[config.mk]
export PLATFORM = sky130hd
export DESIGN_NAME = spi_burst_master_flat
export DESIGN_NICKNAME = d
export VERILOG_FILES = /design/src/rtl/spi_burst_master_if.sv /design/src/rtl/spi_burst_master.sv /design/src/flat_wrapper.sv
export SDC_FILE = /design/constraint.sdc
export NUM_CORES = 1
export LEC_CHECK = 0
export CAP_MARGIN = 0
export CORE_ASPECT_RATIO = 0.7
export CORE_MARGIN = 1.5
export CORE_UTILIZATION = 50
export DETAILED_ROUTE_END_ITERATION = 10
export PLACE_DENSITY = 0.81
export SLEW_MARGIN = 20
export SYNTH_ARGS = -nofsm -noshare
export SYNTH_HDL_FRONTEND = slang
export SYNTH_SLANG_ARGS = --single-unit
[constraint.sdc]
create_clock -name CLK -period 2.7 [get_ports CLK]
set_clock_uncertainty 0.1 [all_clocks]
set_input_delay 0.405 -clock CLK [delete_from_list [all_inputs] [get_ports CLK]]
set_output_delay 0.405 -clock CLK [all_outputs]
set_load 0.01 [all_outputs]
[src/rtl/spi_burst_master_if.sv]
// Host-side strobe/data bus of the SPI burst master.
// The ctrl-code decoder (master) drives the write strobes and operands;
// the SPI shifter (slave) returns the received word and status flags.
interface spi_burst_master_if #(
    parameter int DW   = 8,
    parameter int NSS  = 2,
    parameter int DIVW = 4
);
    localparam int CW = NSS + 2 + DIVW;

    logic          WR_CTRL;
    logic [CW-1:0] CTRL_D;
    logic          WR_DATA;
    logic [DW-1:0] TX_D;
    logic [DW-1:0] RX_D;
    logic          BUSY;
    logic          DONE;
    logic          OVR;

    modport master (
        output WR_CTRL, CTRL_D, WR_DATA, TX_D,
        input  RX_D, BUSY, DONE, OVR
    );

    modport slave (
        input  WR_CTRL, CTRL_D, WR_DATA, TX_D,
        output RX_D, BUSY, DONE, OVR
    );
endinterface

[src/rtl/spi_burst_master.sv]
// Hardware SPI master: shifts one DW-bit word per data write, MSB first.
// Supports one-hot slave selects, a programmable half-period divider,
// all four CPOL/CPHA modes, a one-cycle DONE pulse and a sticky overrun flag.
module spi_burst_master #(
    parameter int DW   = 8,
    parameter int NSS  = 2,
    parameter int DIVW = 4
) (
    input  logic              CLK,
    input  logic              nRESET,
    spi_burst_master_if.slave bus,
    output logic              SCK,
    output logic              MOSI,
    input  logic [NSS-1:0]    MISO,
    output logic [NSS-1:0]    nSS
);

    localparam int EW = $clog2(2 * DW);
    localparam logic [EW-1:0] ELAST = EW'(2 * DW - 1);

    typedef enum logic {
        IDLE  = 1'b0,
        SHIFT = 1'b1
    } state_t;

    state_t state, state_nxt;

    // Registered configuration and outputs
    logic [NSS-1:0]  nss_q;
    logic            cpol_q;
    logic            cpha_q;
    logic [DIVW-1:0] div_q;
    logic            sck_q;
    logic            mosi_q;
    logic [DW-1:0]   rx_q;
    logic            done_q;
    logic            ovr_q;

    // Shift datapath
    logic [DW-1:0]   shreg;
    logic [DIVW-1:0] hcnt;
    logic [EW-1:0]   ecnt;
    logic            rxbit;

    // Decoded ctrl word fields
    logic [NSS-1:0]  ctrl_nsel;
    logic            ctrl_cpol;
    logic            ctrl_cpha;
    logic [DIVW-1:0] ctrl_div;

    // Control strobes from the FSM
    logic ctrl_ok;
    logic start;
    logic tc;
    logic lead;
    logic last;
    logic overrun;
    logic eff_cpha;
    logic miso_eff;

    assign ctrl_nsel = bus.CTRL_D[NSS+2+DIVW-1 -: NSS];
    assign ctrl_cpol = bus.CTRL_D[DIVW+1];
    assign ctrl_cpha = bus.CTRL_D[DIVW];
    assign ctrl_div  = bus.CTRL_D[DIVW-1:0];

    // Only selected slaves contribute; no active select reads as 0
    assign miso_eff = |(MISO & ~nss_q);

    // State register
    always_ff @(posedge CLK or negedge nRESET) begin
        if (!nRESET) begin
            state <= IDLE;
        end else begin
            state <= state_nxt;
        end
    end

    // Next-state logic and per-cycle control strobes
    always_comb begin
        state_nxt = state;
        ctrl_ok   = 1'b0;
        start     = 1'b0;
        tc        = 1'b0;
        lead      = 1'b0;
        last      = 1'b0;
        overrun   = 1'b0;
        eff_cpha  = cpha_q;
        unique case (state)
            IDLE: begin
                ctrl_ok = bus.WR_CTRL;
                start   = bus.WR_DATA;
                // A ctrl write in the same cycle takes effect for this transfer
                if (bus.WR_CTRL) begin
                    eff_cpha = ctrl_cpha;
                end
                if (bus.WR_DATA) begin
                    state_nxt = SHIFT;
                end
            end
            SHIFT: begin
                overrun = bus.WR_CTRL | bus.WR_DATA;
                tc      = (hcnt == div_q);
                lead    = tc & ~ecnt[0];
                last    = tc & (ecnt == ELAST);
                if (last) begin
                    state_nxt = IDLE;
                end
            end
            default: state_nxt = IDLE;
        endcase
    end

    // Configuration, SPI clock generation, shifting and status flags
    always_ff @(posedge CLK or negedge nRESET) begin
        if (!nRESET) begin
            nss_q  <= '1;
            cpol_q <= 1'b0;
            cpha_q <= 1'b0;
            div_q  <= '0;
            sck_q  <= 1'b0;
            mosi_q <= 1'b0;
            rx_q   <= '0;
            done_q <= 1'b0;
            ovr_q  <= 1'b0;
            shreg  <= '0;
            hcnt   <= '0;
            ecnt   <= '0;
            rxbit  <= 1'b0;
        end else begin
            done_q <= 1'b0;

            if (ctrl_ok) begin
                nss_q  <= ctrl_nsel;
                cpol_q <= ctrl_cpol;
                cpha_q <= ctrl_cpha;
                div_q  <= ctrl_div;
                sck_q  <= ctrl_cpol;
                ovr_q  <= 1'b0;
            end

            if (overrun) begin
                ovr_q <= 1'b1;
            end

            if (start) begin
                shreg <= bus.TX_D;
                hcnt  <= '0;
                ecnt  <= '0;
                if (!eff_cpha) begin
                    mosi_q <= bus.TX_D[DW-1];
                end
            end

            if (state == SHIFT) begin
                if (tc) begin
                    hcnt  <= '0;
                    ecnt  <= ecnt + 1'b1;
                    sck_q <= ~sck_q;
                    if (lead) begin
                        if (!cpha_q) begin
                            rxbit <= miso_eff;
                        end else begin
                            mosi_q <= shreg[DW-1];
                        end
                    end else begin
                        // cpha=0 holds the leading-edge sample in rxbit until the
                        // trailing shift so the untransmitted LSBs are not clobbered
                        if (!cpha_q) begin
                            shreg <= {shreg[DW-2:0], rxbit};
                            if (!last) begin
                                mosi_q <= shreg[DW-2];
                            end
                        end else begin
                            shreg <= {shreg[DW-2:0], miso_eff};
                        end
                    end
                    if (last) begin
                        rx_q   <= cpha_q ? {shreg[DW-2:0], miso_eff}
                                         : {shreg[DW-2:0], rxbit};
                        done_q <= 1'b1;
                    end
                end else begin
                    hcnt <= hcnt + 1'b1;
                end
            end
        end
    end

    assign SCK      = sck_q;
    assign MOSI     = mosi_q;
    assign nSS      = nss_q;
    assign bus.RX_D = rx_q;
    assign bus.BUSY = (state == SHIFT);
    assign bus.DONE = done_q;
    assign bus.OVR  = ovr_q;

endmodule

[src/flat_wrapper.sv]
// flat-port wrapper written by rule: the top's interface ports become plain ports
module spi_burst_master_flat 
#(
    parameter int DW   = 8,
    parameter int NSS  = 2,
    parameter int DIVW = 4
)
  (CLK, nRESET, SCK, MOSI, MISO, nSS, bus_WR_CTRL, bus_CTRL_D, bus_WR_DATA, bus_TX_D, bus_RX_D, bus_BUSY, bus_DONE, bus_OVR);
  spi_burst_master_if #(.DW(DW), .NSS(NSS), .DIVW(DIVW)) bus_i ();
  input  logic CLK;
  input  logic nRESET;
  output logic SCK;
  output logic MOSI;
  input  logic [NSS-1:0] MISO;
  output logic [NSS-1:0] nSS;
  input wire logic [$bits(bus_i.WR_CTRL)-1:0] bus_WR_CTRL;
  input wire logic [$bits(bus_i.CTRL_D)-1:0] bus_CTRL_D;
  input wire logic [$bits(bus_i.WR_DATA)-1:0] bus_WR_DATA;
  input wire logic [$bits(bus_i.TX_D)-1:0] bus_TX_D;
  output wire logic [$bits(bus_i.RX_D)-1:0] bus_RX_D;
  output wire logic [$bits(bus_i.BUSY)-1:0] bus_BUSY;
  output wire logic [$bits(bus_i.DONE)-1:0] bus_DONE;
  output wire logic [$bits(bus_i.OVR)-1:0] bus_OVR;
  assign bus_i.WR_CTRL = bus_WR_CTRL;
  assign bus_i.CTRL_D = bus_CTRL_D;
  assign bus_i.WR_DATA = bus_WR_DATA;
  assign bus_i.TX_D = bus_TX_D;
  assign bus_RX_D = bus_i.RX_D;
  assign bus_BUSY = bus_i.BUSY;
  assign bus_DONE = bus_i.DONE;
  assign bus_OVR = bus_i.OVR;
  spi_burst_master #(.DW(DW), .NSS(NSS), .DIVW(DIVW)) u_core (.CLK(CLK), .nRESET(nRESET), .bus(bus_i), .SCK(SCK), .MOSI(MOSI), .MISO(MISO), .nSS(nSS));
endmodule
==> results.md, run 1 <==
- Status: completed
- Synth Instances: roughly 150
- Setup repair after global routing missed its margin: no
- CTS tree: done
- Type of the worst min-delay path: reg2reg
- Crit-path max FO: 11
- Vias per cell: 5.45
- Startpoint types: flip-flop
- Pwr dens: just over 1000 mW/mm^2
- First-pass DRT Iterations: 5
- Syn_nets: between 150 and 200
- Overall power consumption: about 2200 uW
- Vias: ~1300
- Detailed placement HPWL: 2890 um
- Final WL: 3790 um
- Top_reg_cell synth: dfrtp_1
- Synth Cell Area: approximately 0.0017 sq mm
- Site Rows: 17
- Relative slew slack: between 60% and 70%
- Initial antenna violation count: 0
- DRC Markers: 0
- CP cell instances: xor2_1, or4_4, nor2_4, mux2_2
- Depth of the worst hold-timing path: 1
- Layout area overhead: 28.1%
- Max-capacitance violation count: 0
- Fillers: roughly 250
- Syn avg cell area: ~12 sq um
- Initial Utilization: 53.5%
- Flop2flop setup slack: about 550 ps
- Clock Latency Late Sink: just under 300 ps
- Max VDD drop: 0.532 mV
- Die width: about 73 um
- M1 wire length: 1620 um
- Peak Freq: 0.466 GHz
- Chip height: ~52 um
- Core area: between 0.003 and 0.004 sq mm
- Share of layout cells above drive strength 1: 16.1%
- Netlist cell types: 37
- Worst Reg2Reg Path Length in Cells: 4
- Max incr delay on CP: 580 ps
- Largest net degree at the start of global routing: 38
- Tightest hold margin: ~380 ps
- Global-route wire length before repair: 6370 um
- Post-synthesis register bit count: 37
- Clk root buf: clkbuf_8
- TritonCTS buffer count: 5
- Critical Path RT: 2770 ps
- Final Hold Viols: 0
- Clk buf depth: 2
- LEAKAGE: roughly 0.00095 uW
- Highest metal used: met4
- CP arrival: around 2200 ps
- Setup Buffers After CTS: 0
- Routed wl met2: between 1500 and 2000 um
- Post-cts resize count: 0
- Final period util: approximately 80%
- Final Max Tran Viols: 0
- Ant diodes: 0
- Final setup fails: 0
- Largest delay share family, worst path: simple AND/OR/NAND/NOR gates
- WP depth: 4
- Critical path class: reg2reg
- I/O pin total: 37
- Hold Buf Count CTS: 0
- Met3 wire length: ~230 um
- Antenna Nets Post-Route: 0
- Ys Warns: 0
- Most common library cell in the layout ignoring fill and taps: clkdlybuf4s50_1
- GPL Wtd Cong: 0.878
- Buffer and inverter count on the worst path: 0
- Vias in the first global route: between 1000 and 1500
- Slowest-stage cell, CP: or4_4
- Worst slack at placement: 568 ps
- Final setup margin: approximately 550 ps
- # port buffers: 36
- Clk sink count: 37
- GRT Overall Usage: between 20% and 30%
- Seq. cell area: a little over 900 sq um
- Synth async-reset ratio: between 90% and 100%
- DP Area: 0.00213 sq mm
- Worst Max-Slew Pin Slew: between 400 and 500 ps
- H-tree level count: 2
- Final period demand of the worst path: ~2100 ps
- Die ar.: approximately 0.0038 sq mm
- Final instance area: ~0.0022 sq mm
- Seq/Total Area, Yosys: roughly 54%
- Routed len/inst: ~16 um
- Grt ovf: 0
- Multi-input gate area: 734 sq um
- Clk slew on worst S/H paths: ~70 ps
- EDFF count, synth: 0
- TNS Setup: 0 ps
- Crit end category: flip-flop
- Most frequent cells in the layout: clkdlybuf4s50_1, dfrtp_1, nand2_1
- Initial DRC count: a little under 90
- Final net count: between 200 and 250
synthesized netlist by cell type, types with 2 or more instances:
cell type | instances | area, sq um
ha_1 | 2 | 25.0
o21ai_0 | 15 | 75.1
mux2_1 | 6 | 67.6
dfrtp_1 | 35 | 876
nor2b_1 | 2 | 12.5
inv_1 | 4 | 15.0
clkbuf_1 | 2 | 7.51
dfstp_2 | 2 | 52.6
mux2i_1 | 12 | 120
nand3_1 | 4 | 20.0
and3_1 | 2 | 12.5
xor2_1 | 5 | 43.8
nor2_1 | 5 | 18.8
buf_6 | 2 | 22.5
nand2_1 | 17 | 63.8
mux2_2 | 9 | 101
metrics by stage:
step           utilization, %  std cells
4_1_cts                  68.6        233
6_report                 68.6        233
5_1_grt                  68.6        233
3_3_place_gp             65.8        226
2_1_floorplan               -        145
3_5_place_dp             65.8        226
state kept, by name (all words and copies together) (netlist names), 2 cells and up:
name,flops
u_core.bus.RX_D,8
u_core.div_q,4
u_core.ecnt,4
u_core.hcnt,4
u_core.nSS,2
u_core.shreg,8
logic make-up (layout without fill, tap and decap cells):
kind of cell,Yosys count,in the layout,share of synthesized area [%]
compound gates,26,26,10.2
fa+ha+maj,2,2,1.45
mux,27,27,16.7
flops,37,37,53.7
xor+xnor,5,5,2.53
simple gates,38,38,11.6
buf+inv,10,51,3.90
power by group:
part           leakage [uW]  total, uW  switching [uW]  internal [uW]
sequential         0.000445       1020             221            799
combinational      0.000465        841             402            439
clock             0.0000433        385             184            201
total              0.000954       2250             807           1440
layer usage:
| metal | global-route usage [%] | vias to the layer above |
|---|---|---|
| li1 | - | 592 |
| met1 | 30.6 | 623 |
| met2 | 37.1 | 47 |
| met3 | 5.19 | 7 |
| met4 | 9.57 | 0 |
| met5 | 0 | - |
worst register-to-register path, stage by stage (launching register included):
cell and delay (ps):
dfrtp_1 430, xor2_1 190, or4_4 580, nor2_4 340, mux2_2 390
cell type report:
class                   count  area share (%)
clock buffers               6            3.72
repair buffers             40            17.6
flip-flops and latches     37            41.9
inverters                   4           0.677
clock inverters             1           0.339
multi-input cells          98            33.1
well taps                  47            2.65
path summary, 6_finish.rpt:
kind / startpoint / to
min in group asynchronous: nRESET / u_core.shreg[1]
setup / recovery: u_core.hcnt[0] / u_core.bus.RX_D[1]
hold reg to reg: u_core.ecnt[3] / u_core.ecnt[3]
setup reg to reg: u_core.hcnt[0] / u_core.bus.RX_D[1]
hold / removal: u_core.ecnt[3] / u_core.ecnt[3]
max in group asynchronous: nRESET / u_core.nSS[1]
No activity file was read; power rests on OpenSTA's default activity.
==> run 2: changes to the inputs <==
--- a/config.mk
+++ b/config.mk
@@ -8,9 +8,9 @@
 export CAP_MARGIN = 0
 export CORE_ASPECT_RATIO = 0.7
 export CORE_MARGIN = 1.5
-export CORE_UTILIZATION = 50
+export CORE_UTILIZATION = 45
 export DETAILED_ROUTE_END_ITERATION = 10
-export PLACE_DENSITY = 0.81
+export PLACE_DENSITY = 0.77
 export SLEW_MARGIN = 20
 export SYNTH_ARGS = -nofsm -noshare
 export SYNTH_HDL_FRONTEND = slang
==> constraint.sdc (replaced) <==
create_clock -name CLK -period 1.8 [get_ports CLK]
set_clock_uncertainty 0.1 [all_clocks]
set_input_delay 0.27 -clock CLK [delete_from_list [all_inputs] [get_ports CLK]]
set_output_delay 0.27 -clock CLK [all_outputs]
set_load 0.01 [all_outputs]
==> results.md, run 2 (same netlist as run 1, synthesis figures left out) <==
- Vias: 1347 (was 1269)
- Final net count: 234 (was 210)
- Clk sink count: 37 (unchanged)
- # port buffers: 36 (unchanged)
- Hold Buf Count CTS: 0 (unchanged)
- Routed len/inst: 15.4 um (was 16.3 um)
- Reg-to-reg startpoint: u_core.div_q[3] (was u_core.hcnt[0])
- I/O pin total: 37 (unchanged)
- GRT Overall Usage: 20.3% (was 23.2%)
- Vias per cell: 5.16 (was 5.45)
- Chip height: 54.9 um (was 52.2 um)
- H-tree level count: 2 (unchanged)
- Global-route wire length before repair: 6380 um (was 6370 um)
- Final period demand of the worst path: 1980 ps (was 2150 ps)
- Relative slew slack: 69.1% (was 69.7%)
- Ant diodes: 0 (unchanged)
- Setup repair after global routing missed its margin: yes (was no)
- Crit path launch: u_core.div_q[3] (was u_core.hcnt[0])
- Worst Max-Slew Pin Slew: 464 ps (was 455 ps)
- Crit-path max FO: 9 (was 11)
- Share of layout cells above drive strength 1: 30.3% (was 16.1%)
- Final setup margin: -177 ps (was 552 ps)
- Initial Utilization: 48.0% (was 53.5%)
- Layout area overhead: 44.3% (was 28.1%)
- GPL Wtd Cong: 0.785 (was 0.878)
- Max-capacitance violation count: 0 (unchanged)
- Final setup fails: 13 (was 0)
- Final Max Tran Viols: 0 (unchanged)
- Antenna Nets Post-Route: 0 (unchanged)
- Pwr dens: 1550 mW/mm^2 (was 1010 mW/mm^2)
- CTS tree: done (unchanged)
- Startpoint types: flip-flop (unchanged)
- Die width: 77.1 um (was 73.3 um)
- Clk root buf: clkbuf_8 (unchanged)
- First-pass DRT Iterations: 4 (was 5)
- Initial DRC count: 34 (was 89)
- Vias in the first global route: 1364 (was 1287)
- Die ar.: 0.00423 sq mm (was 0.00383 sq mm)
- TritonCTS buffer count: 5 (unchanged)
- Clk buf depth: 2 (unchanged)
- Core area: 0.00360 sq mm (was 0.00323 sq mm)
- Largest net degree at the start of global routing: 38 (unchanged)
- Final Hold Viols: 0 (unchanged)
- Post-layout util: 69.3% (was 68.6%)
- Detailed placement HPWL: 2910 um (was 2890 um)
- Most common library cell in the layout ignoring fill and taps: clkdlybuf4s50_1 (unchanged)
- Status: finished, violations left (was completed)
- CP arrival: 2040 ps (was 2220 ps)
- Tightest hold margin: 293 ps (was 383 ps)
- Site Rows: 18 (was 17)
- Crit end category: flip-flop (unchanged)
- Overall power consumption: 3870 uW (was 2250 uW)
- Critical path class: reg2reg (unchanged)
- Type of the worst min-delay path: in2async (was reg2reg)
- Grt ovf: 0 (unchanged)
- LEAKAGE: 0.00110 uW (was 0.000954 uW)
- Max VDD drop: 1.08 mV (was 0.532 mV)
- DRC Markers: 0 (unchanged)
- Clock Latency Late Sink: 280 ps (was 290 ps)
- Clk slew on worst S/H paths: 70 ps (about the same)
- Initial antenna violation count: 0 (unchanged)
- Failing checks: negative setup slack
- Final period util: 110% (was 79.5%)
- Peak Freq: 0.506 GHz (was 0.466 GHz)
- Critical Path RT: 1870 ps (was 2770 ps)
- Final WL: 4010 um (was 3790 um)
- Most frequent cells in the layout: clkdlybuf4s50_1, dfrtp_1, buf_4 (was clkdlybuf4s50_1, dfrtp_1, nand2_1)
## run 2: cell count changes in the layout (fill, tap and decap cells not counted), moves of 2 or more
cell	before	now
buf_6	0	4
mux2_4	0	7
buf_4	4	23
mux2_1	6	0
o21ai_0	15	13
## run 2: path summary, 6_finish.rpt
check                                          end  slack [ps]  depth (start not counted)
worst min register to register      u_core.ecnt[3]         390                          1
worst max register to register  u_core.bus.RX_D[2]        -180                          5
max in group asynchronous            u_core.nSS[1]         950                          2
worst min-delay path               u_core.shreg[4]         290                          2
min in group CLK                    u_core.ecnt[3]         390                          1
worst max-delay path            u_core.bus.RX_D[2]        -180                          5
## run 2: stage by stage
step                cell area, sq um  setup slack [ps]  instances  setup TNS, ps
global route                    2500              -227        261          -2740
global placement                2270              -145        247          -1500
detailed placement              2270              -219        247          -2280
finish                          2500              -177        261          -1420
floorplan                       1730              -111        145           -738
CTS                             2460              -185        260          -1380
## run 2: power breakdown
group | internal [uW] | switching [uW] | total [uW]
registers | 1200 | 256 | 1450
logic | 947 | 735 | 1680
clock network | 452 | 282 | 733
total | 2600 | 1270 | 3870
## run 2: layout make-up
class	count	area, sq um
Inverter	4	15.0
Clock inverter	1	30.0
Fill cell	257	1110
Sequential cell	37	928
Clock buffer	7	86.3
Timing Repair Buffer	64	598
Tap cell	50	62.6
Multi-Input combinational cell	98	777
## run 2: worst max-delay path, cell delays in order, from the launching register on
cell and delay, ps:
dfrtp_1 390, xor2_1 180, or4_4 590, nor2_4 150, buf_12 150, mux2_4 300
## run 2: metal layers
metal / track usage [%] / routed length, um / vias up
li1: - / - / 644
met1: 25.2 / 1860 / 666
met2: 35.7 / 1920 / 33
met3: 4.83 / 187 / 4
met4: 7.58 / 41 / 0
met5: 0 / 0 / -
## run 2: timing repair
action,4_1_cts,5_1_grt
setup endpoints to repair,17,21
pin swaps,5,2
setup buffers,5,3
resized for setup,8,10
